[config.mk]
export PLATFORM = sky130hd
export DESIGN_NAME = cam_pixel_capture
export DESIGN_NICKNAME = d
export VERILOG_FILES = /design/src/rtl/cam_pkg.sv /design/src/rtl/pix_out_reg.sv /design/src/rtl/cam_pixel_capture.sv
export SDC_FILE = /design/constraint.sdc
export NUM_CORES = 1
export LEC_CHECK = 0
export CORE_ASPECT_RATIO = 1.1
export CORE_MARGIN = 2
export CORE_UTILIZATION = 44
export DETAILED_ROUTE_END_ITERATION = 6
export DONT_BUFFER_PORTS = 1
export GPL_ROUTABILITY_DRIVEN = 0
export GPL_TIMING_DRIVEN = 0
export SLEW_MARGIN = 20
export SYNTH_ARGS = -nofsm -noshare
export SYNTH_HDL_FRONTEND = slang
export SYNTH_SLANG_ARGS = --single-unit
[constraint.sdc]
create_clock -name i_clk -period 3.2 [get_ports i_clk]
set_input_delay 0.8 -clock i_clk [delete_from_list [all_inputs] [get_ports i_clk]]
set_output_delay 0.8 -clock i_clk [all_outputs]
set_load 0.01 [all_outputs]
[src/rtl/cam_pkg.sv]
// Shared definitions for the camera pixel capture path: FSM state encoding,
// pixel width and default frame geometry, plus the byte-to-pixel packing helper.
package cam_pkg;

  typedef enum logic [2:0] {
    IDLE    = 3'd0,
    WAIT_VS = 3'd1,
    VBLANK  = 3'd2,
    ACTIVE  = 3'd3,
    DRAIN   = 3'd4,
    DONE    = 3'd5
  } cap_state_t;

  localparam int RGB565_W  = 16;
  localparam int DEF_IMG_W = 640;
  localparam int DEF_IMG_H = 480;

  // Joins the two camera bytes of one pixel; swap selects which byte lands in the high half.
  function automatic logic [RGB565_W-1:0] pack_pixel(input logic [7:0] first_byte,
                                                     input logic [7:0] second_byte,
                                                     input logic       swap);
    return swap ? {second_byte, first_byte} : {first_byte, second_byte};
  endfunction

endpackage

[src/rtl/pix_out_reg.sv]
// Single-entry valid/ready holding register. The camera cannot be stalled, so a
// new pixel arriving while the held one is still waiting is dropped and flagged.
module pix_out_reg
  import cam_pkg::*;
#(
  parameter int DW = RGB565_W
) (
  input  logic          i_clk,
  input  logic          i_rst,
  input  logic          i_load,
  input  logic [DW-1:0] i_data,
  input  logic          i_ready,
  output logic [DW-1:0] o_data,
  output logic          o_valid,
  output logic          o_drop
);

  logic          r_valid;
  logic [DW-1:0] r_data;
  logic          w_take;

  // A new pixel fits when the register is empty or is being emptied this same cycle.
  assign w_take = i_load & (~r_valid | i_ready);
  assign o_drop = i_load & r_valid & ~i_ready;
  assign o_data  = r_data;
  assign o_valid = r_valid;

  // Load on a fitting pixel, otherwise retire the held pixel once the consumer takes it.
  always_ff @(posedge i_clk) begin
    if (i_rst) begin
      r_valid <= 1'b0;
      r_data  <= '0;
    end else if (w_take) begin
      r_valid <= 1'b1;
      r_data  <= i_data;
    end else if (r_valid & i_ready) begin
      r_valid <= 1'b0;
    end
  end

endmodule

[src/rtl/cam_pixel_capture.sv]
// Converts the synchronised camera byte bus into a 16-bit pixel stream for one
// frame per arm, pulsing frame_start for the downstream stream buffer and
// flagging overflow and frame-geometry errors.
module cam_pixel_capture
  import cam_pkg::*;
#(
  parameter int IMG_W     = DEF_IMG_W,
  parameter int IMG_H     = DEF_IMG_H,
  parameter int CNT_W     = 12,
  parameter int BYTE_SWAP = 0
) (
  input  logic                i_clk,
  input  logic                i_rst,
  input  logic                i_arm,
  input  logic                i_cam_vsync,
  input  logic                i_cam_href,
  input  logic [7:0]          i_cam_byte,
  input  logic                i_cam_byte_valid,
  output logic [RGB565_W-1:0] o_pix_data,
  output logic                o_pix_valid,
  input  logic                i_pix_ready,
  output logic                o_frame_start,
  output logic                o_frame_done,
  output logic                o_busy,
  output logic                o_err_overflow,
  output logic                o_err_geom
);

  localparam logic [2:0] S_IDLE    = IDLE;
  localparam logic [2:0] S_WAIT_VS = WAIT_VS;
  localparam logic [2:0] S_VBLANK  = VBLANK;
  localparam logic [2:0] S_ACTIVE  = ACTIVE;
  localparam logic [2:0] S_DRAIN   = DRAIN;
  localparam logic [2:0] S_DONE    = DONE;

  localparam logic [CNT_W-1:0] W_LIM   = CNT_W'(IMG_W);
  localparam logic [CNT_W-1:0] H_LIM   = CNT_W'(IMG_H);
  localparam logic [CNT_W-1:0] CNT_SAT = '1;

  logic [2:0]          r_state;
  logic [2:0]          w_state_nxt;
  logic                r_vsync_d;
  logic                r_href_d;
  logic [CNT_W-1:0]    r_line_cnt;
  logic [CNT_W-1:0]    r_pix_cnt;
  logic                r_phase;
  logic [7:0]          r_byte0;
  logic                r_frame_start;
  logic                r_err_overflow;
  logic                r_err_geom;

  logic                w_vs_rise;
  logic                w_href_rise;
  logic                w_href_fall;
  logic                w_active;
  logic                w_byte_acc;
  logic                w_phase_eff;
  logic                w_pix_done;
  logic                w_line_end;
  logic                w_last_line;
  logic                w_drop;
  logic [CNT_W-1:0]    w_line_nxt;
  logic [CNT_W-1:0]    w_pix_nxt;
  logic [RGB565_W-1:0] w_pix_data;

  assign w_vs_rise   = i_cam_vsync & ~r_vsync_d;
  assign w_href_rise = i_cam_href & ~r_href_d;
  assign w_href_fall = ~i_cam_href & r_href_d;
  assign w_active    = (r_state == S_ACTIVE);
  assign w_byte_acc  = w_active & i_cam_href & i_cam_byte_valid;
  assign w_phase_eff = w_href_rise ? 1'b0 : r_phase;
  assign w_pix_done  = w_byte_acc & w_phase_eff & (r_pix_cnt < W_LIM);
  assign w_line_end  = w_active & w_href_fall;
  assign w_line_nxt  = (r_line_cnt == CNT_SAT) ? r_line_cnt : r_line_cnt + 1'b1;
  assign w_pix_nxt   = (r_pix_cnt == CNT_SAT) ? r_pix_cnt : r_pix_cnt + 1'b1;
  assign w_last_line = w_line_end & (w_line_nxt == H_LIM);
  assign w_pix_data  = pack_pixel(r_byte0, i_cam_byte, BYTE_SWAP != 0);

  assign o_busy         = (r_state != S_IDLE);
  assign o_frame_done   = (r_state == S_DONE);
  assign o_frame_start  = r_frame_start;
  assign o_err_overflow = r_err_overflow;
  assign o_err_geom     = r_err_geom;

  pix_out_reg #(
    .DW(RGB565_W)
  ) u_pix_out_reg (
    .i_clk   (i_clk),
    .i_rst   (i_rst),
    .i_load  (w_pix_done),
    .i_data  (w_pix_data),
    .i_ready (i_pix_ready),
    .o_data  (o_pix_data),
    .o_valid (o_pix_valid),
    .o_drop  (w_drop)
  );

  // Frame sequencing: wait for a vsync pulse, capture until the last line or an early vsync, then drain.
  always_comb begin
    w_state_nxt = r_state;
    case (r_state)
      S_IDLE:    if (i_arm)                    w_state_nxt = S_WAIT_VS;
      S_WAIT_VS: if (w_vs_rise)                w_state_nxt = S_VBLANK;
      S_VBLANK:  if (!i_cam_vsync)             w_state_nxt = S_ACTIVE;
      S_ACTIVE:  if (w_vs_rise || w_last_line) w_state_nxt = S_DRAIN;
      S_DRAIN:   if (!o_pix_valid)             w_state_nxt = S_DONE;
      S_DONE:                                  w_state_nxt = S_IDLE;
      default:                                 w_state_nxt = S_IDLE;
    endcase
  end

  // State register, sync edge-detect copies and the frame_start pulse on entry to ACTIVE.
  always_ff @(posedge i_clk) begin
    if (i_rst) begin
      r_state       <= S_IDLE;
      r_vsync_d     <= 1'b0;
      r_href_d      <= 1'b0;
      r_frame_start <= 1'b0;
    end else begin
      r_state       <= w_state_nxt;
      r_vsync_d     <= i_cam_vsync;
      r_href_d      <= i_cam_href;
      r_frame_start <= (r_state == S_VBLANK) & ~i_cam_vsync;
    end
  end

  // Byte pairing and line/pixel counting; everything restarts while waiting in vertical blank.
  always_ff @(posedge i_clk) begin
    if (i_rst) begin
      r_line_cnt <= '0;
      r_pix_cnt  <= '0;
      r_phase    <= 1'b0;
      r_byte0    <= '0;
    end else if (r_state == S_VBLANK) begin
      r_line_cnt <= '0;
      r_pix_cnt  <= '0;
      r_phase    <= 1'b0;
    end else if (w_line_end) begin
      r_line_cnt <= w_line_nxt;
      r_pix_cnt  <= '0;
      r_phase    <= 1'b0;
    end else if (w_byte_acc) begin
      if (!w_phase_eff) begin
        r_byte0 <= i_cam_byte;
        r_phase <= 1'b1;
      end else begin
        r_phase   <= 1'b0;
        r_pix_cnt <= w_pix_nxt;
      end
    end else if (w_href_rise) begin
      r_phase <= 1'b0;
    end
  end

  // Sticky error flags, cleared only when a new capture is accepted.
  always_ff @(posedge i_clk) begin
    if (i_rst) begin
      r_err_overflow <= 1'b0;
      r_err_geom     <= 1'b0;
    end else if ((r_state == S_IDLE) && i_arm) begin
      r_err_overflow <= 1'b0;
      r_err_geom     <= 1'b0;
    end else begin
      if (w_drop) r_err_overflow <= 1'b1;
      if (w_line_end && ((r_pix_cnt != W_LIM) || r_phase)) r_err_geom <= 1'b1;
      if (w_active && w_vs_rise) r_err_geom <= 1'b1;
    end
  end

endmodule

After elaboration in Yosys (flattened, before gate mapping) --
Index checks and enable logic that the tools add are counted.
Storage, ports and cells: output and inout bits 22, flip-flop bits (word level) 58
Operators by class: reduce and logical (&&, ||, !) cells 15, bitwise gates (word level) 25, equality and inequality tests 14, add/subtract/negate cells 2, multiplexer cells 14, $lt $le $gt $ge 1
Operator list (count):
- 12-bit by 1-bit adder with 12-bit output (second input constant) | 2
- 12-bit == test (second input constant) | 2
- 3-bit 2-to-1 mux | 5
- 3-bit one-hot mux with 5 select lines | 1
- 1-bit AND | 14
- 12-bit by 9-bit == test with 1-bit output (second input constant) | 1
- 12-bit by 10-bit less-than comparator with 1-bit output (second input constant) | 1
- 12-bit 2-to-1 mux | 1
- 12-bit by 10-bit != test with 1-bit output (second input constant) | 1
- 1-bit inverter | 10
- 2-bit != test (second input constant) | 4
- 1-bit 2-to-1 mux | 7
- 3-bit by 2-bit == test with 1-bit output (second input constant) | 2
- 3-bit == test (second input constant) | 2
- 5-bit AND reduction | 1
- 4-bit AND reduction | 1
- 2-bit nonzero test | 2
- 2-bit OR reduction | 2
- 3-bit by 1-bit == test with 1-bit output (second input constant) | 1
- 1-bit logical AND | 3
- 3-bit zero test | 1
- 3-bit AND reduction | 1
- 3-bit nonzero test | 1
- 3-bit OR reduction | 1
- other kinds (3) | 4

Logic depth before layout (Yosys ltp) --
word-level depth 7, gate-level depth with buffers 9, gate-level depth less buffers 8

Cells and area by module --
From an unflattened synthesis, not the netlist that was laid out.
Second synthesis, totals: cell total of the unflattened synthesis 345, area, all modules 3009.1 µm²
By module, submodules not included:
- cam_pixel_capture | seq. area each 820.8 µm², times used 1, area each 2228.4 µm², cells each 270
- pix_out_reg | seq. area each 340.3 µm², times used 1, area each 780.7 µm², cells each 75

Worst setup path before layout --
No wires, ideal clock.
path type input-to-reg, start point input i_cam_href, end point register u_pix_out_reg.r_data[15], in the netlist u_pix_out_reg.o_data[15], cell stages on the path 9, path slack 866 ps, setup time 128 ps, required time 3072 ps, arrival 2206 ps, path through inv_1 > o21ai_0 > inv_1 > ha_1 > and3_1 > nand2_1 > buf_2 > mux2i_1 > nor2_1
Between the ends: longest elaborated chain between the ends 5, elaborated cells on any way between the ends 7
Ends and longest elaborated chain:
- from (decl) | RTL line cam_pixel_capture.sv:16 | input logic i_cam_href,
- 1-bit AND, on equally long branches | RTL line cam_pixel_capture.sv:70, cam_pixel_capture.sv:67
- 1-bit AND / 1-bit 2-to-1 mux (equally long branches)
- 1-bit AND (*) (2 in series) | RTL line cam_pixel_capture.sv:72 | assign w_pix_done = w_byte_acc & w_phase_eff & (r_pix_cnt < W_LIM);
- 1-bit AND (*) | RTL line pix_out_reg.sv:23 | assign w_take = i_load & (~r_valid | i_ready);
- to (signal assigned) | RTL line pix_out_reg.sv:35 | r_data <= i_data;
- to (decl) | RTL line pix_out_reg.sv:19 | logic [DW-1:0] r_data;
Mark *: on every way between the ends. The rest lies on a longest branch, timed or not. A chain may end at the register's enable or synchronous reset.

Final worst setup path --
start point register r_line_cnt[0], end point register r_state[1]
Between the ends: longest elaborated chain between the ends 7, elaborated cells on any way between the ends 8
Ends and longest elaborated chain:
- from (decl) | RTL line cam_pixel_capture.sv:44 | logic [CNT_W-1:0] r_line_cnt;
- from (signal assigned) | RTL line cam_pixel_capture.sv:139 | r_line_cnt <= w_line_nxt;
- 12-bit by 1-bit adder with 12-bit output / 12-bit == test (equally long branches) | RTL line cam_pixel_capture.sv:74 | assign w_line_nxt = (r_line_cnt == CNT_SAT) ? r_line_cnt : r_line_cnt + 1'b1;
- 12-bit 2-to-1 mux (*) | RTL line cam_pixel_capture.sv:74
- 12-bit by 9-bit == test with 1-bit output (*) | RTL line cam_pixel_capture.sv:76 | assign w_last_line = w_line_end & (w_line_nxt == H_LIM);
- 1-bit AND (*) | RTL line cam_pixel_capture.sv:76
- 1-bit logical OR (*) | RTL line cam_pixel_capture.sv:105 | S_ACTIVE: if (w_vs_rise || w_last_line) w_state_nxt = S_DRAIN;
- 2-bit by 1-bit != test with 1-bit output (no line) (*)
- 5-bit AND reduction (no line) (*)
- to (signal assigned) | RTL line cam_pixel_capture.sv:120 | r_state <= w_state_nxt;
- to (decl) | RTL line cam_pixel_capture.sv:40 | logic [2:0] r_state;
Marks and branches as above.

==> results.ini <==
[synth]
synthDistinctLibCells=49
synth_ff_type=dfxtp_1
syn_area_mm2=0.00281
async_flop_share_pct=0
ys.warnings.count=0
syn_avg_cell_area_um2=8.76
post_synth_inst_count=321
ys_seq_elements=58
syn-num-nets=341
ys_seq_area_share_pct=41.3
synth_edf_count=0

[cells_and_area]
drive_above_1_share_pct=8.61
area_growth_pct=9.96
finalNetCount=352
design_area_mm2=0.00309
final_cell_mix=dfxtp_1 (58), nor2_1 (56), mux2i_1 (31)
multi_input_area_mm2=0.00154
nFillCells=629
fin_util_pct=49.9
diodes=0
seq_area_mm2=0.00116
final_common_cell=dfxtp_1

[power_and_ir_drop]
p_int_mw=1.11
p_leak_nw=1.29
total_power_mw=1.54
p_clk_share_pct=38.8
switching_share_pct=28.1
p_per_area_mw_per_mm2=498
pwr-share-seq_pct=49.3
comb_power_share_pct=11.9
power_switching_mw=0.432
max-vdd-ir-drop_mv=0.302

[global_routing]
busiest_layer=met2
antenna_found_initial=0
track_usage_pct=17.8
met3_usage_pct=4.12
grt_first_pass_wirelength_um=9660
grt_max_degree=12
use_met1_pct=21.8
grt_overflow=0
grt_pass1_vias=2062
grt_use_met2_pct=29.8

[job]
cap_violations=0

[route]
ant_nets=0
drt-total-wl_um=6040
num_vias=2272
route.detailed.drc=0
first_pass_iters=5
routedWlPerCell_um=14.5
drtIter0Drc=76
vias_per_cell=5.45

[worst_setup_path]
endpoint=r_state[1]
slowest_stage=nor4_1
max_stage_delay_ps=520
worst_r2r_path_depth=6
critPathLaunchType=flip-flop
rr_startpoint=r_line_cnt[0]
startpoint=r_line_cnt[0]
crit_path_max_fanout=7
cp.arrival_ps=2570
path_class=reg -> reg
cp_cell_sequence=ha_1, and4_1, nand4_1, and3_1, nor4_1, o21ai_0
r2r_setup_slack_ps=820
endpoint_kind=flip-flop
cp_data_required_time_ps=3390
r2r-end=r_state[1]

[timing]
drv_slew=0
hold_viol_final=0
setup_tns_ps=0
fin_ws_ps=822
grt_setup_unrepaired=false
min_period_ps=2380
slew_headroom_pct=61.9
fin_crit_sh_pct=74.3
tightestPinTransition_ps=567
fin_skew_ps=13.2
final-setup-viol-count=0
fmax_mhz=420

[status]
outcome=complete, no violations

[clock_network]
clkLatencyLatePin_ps=320
numCtsBuffers=9
hold_buffers=0
cts_tree=built
post-cts-setup-buffers=0
post_cts_resized=0
clockBufferDepth=2
cts.sinks=58
path_clk_slew_ps=80
cts_root_buffer=clkbuf_8
htree_levels=3

[die]
core_area_mm2=0.00619
die_h_um=87.9
num_io_pins=37
die-area_mm2=0.00705
start_util_pct=45.4
rows=30
die-width_um=80.2

[placement]
portBuffers=0
dp_hpwl_um=4420
pre_cts_ws_ps=605
placed_area_mm2=0.00291

[hold_path]
worstHoldPathType=reg -> reg

synthesized netlist by cell type, drive strengths merged (2+ instances only):
cell type	count	area (um^2)
clkbuf	8	30.0
ha	5	62.6
nand3b	2	27.5
o21ai	10	53.8
and4	3	26.3
mux2i	31	310
or4	4	30.0
nand3	13	70.1
a21oi	10	50.1
xnor2	5	43.8
nand4	8	50.1
inv	10	37.5
nor4	3	18.8
a311oi	4	35.0
and2	3	18.8
dfxtp	58	1160
and3	8	50.1
nor2	56	210
nor3	7	35.0
o211ai	7	52.6
a211oi	4	30.0
buf	7	43.8
xor2	6	52.6
nand2b	7	43.8
nor2b	3	18.8
or3	2	12.5
nand2	20	75.1
per-stage QoR:
step / std cells / hold WS, ps
finish: 417 / 494
global route: 417 / 521
CTS: 417 / 501
detailed placement: 401 / 484
global placement: 401 / 472
floorplan: 321 / 457
routing by layer:
layer	vias to the layer above	routed length [um]
li1	1170	-
met1	1058	2770
met2	42	2960
met3	2	269
met4	0	40
met5	-	0
worst min path at each step:
stage / startpoint / endpoint / cells past startpoint
finish: r_byte0[3] / u_pix_out_reg.o_data[11] / 2
global route: r_byte0[6] / u_pix_out_reg.o_data[14] / 2
CTS: r_byte0[4] / r_byte0[4] / 2
detailed placement: r_byte0[4] / r_byte0[4] / 2
global placement: r_byte0[7] / u_pix_out_reg.o_data[15] / 2
floorplan: r_pix_cnt[11] / r_pix_cnt[11] / 2
worst max-delay path: cells and delay by family (launching register included):
| kind | cells | cell delay, ps |
|---|---|---|
| adders and majority gates | 1 | 330 |
| and+or+nand+nor | 4 | 1260 |
| AOI/OAI and AO/OA | 1 | 180 |
| DFF | 1 | 470 |
power by group through the flow:
| stage | clock network [mW] | registers [mW] | logic [mW] |
|---|---|---|---|
| final | 0.597 | 0.759 | 0.184 |
| after global routing | 0.652 | 0.762 | 0.202 |
| after CTS | 0.616 | 0.759 | 0.186 |
| after detailed placement | 0 | 0.775 | 0.185 |
| after global placement | 0 | 0.775 | 0.184 |
| after floorplan | 0 | 0.770 | 0.144 |
cell families (layout without fill, tap and decap cells):
kind of cell | Yosys count | after routing | synth area share (%)
XOR/XNOR | 11 | 11 | 3.43
flip-flops | 58 | 58 | 41.3
multiplexers | 31 | 31 | 11.0
AO/OA/AOI/OAI | 47 | 47 | 12.1
buffers and inverters | 25 | 41 | 3.96
AND/OR/NAND/NOR | 144 | 144 | 26.0
adder cells (fa/ha/maj) | 5 | 5 | 2.22
flip-flops by register name (all words and copies together), names as in the netlist, 3 cells and up:
register and flops:
r_line_cnt 12, r_state 3, u_pix_out_reg.o_data 16, r_pix_cnt 12, r_byte0 8
layout make-up:
type,instances,share of cell area [%]
multi-input combinational,238,49.8
sequential,58,37.5
clock buffer,10,4.45
tap,80,3.24
buffer,15,2.39
clock inverter,6,1.38
inverter,10,1.21
Power figures use the tool's default switching activity.
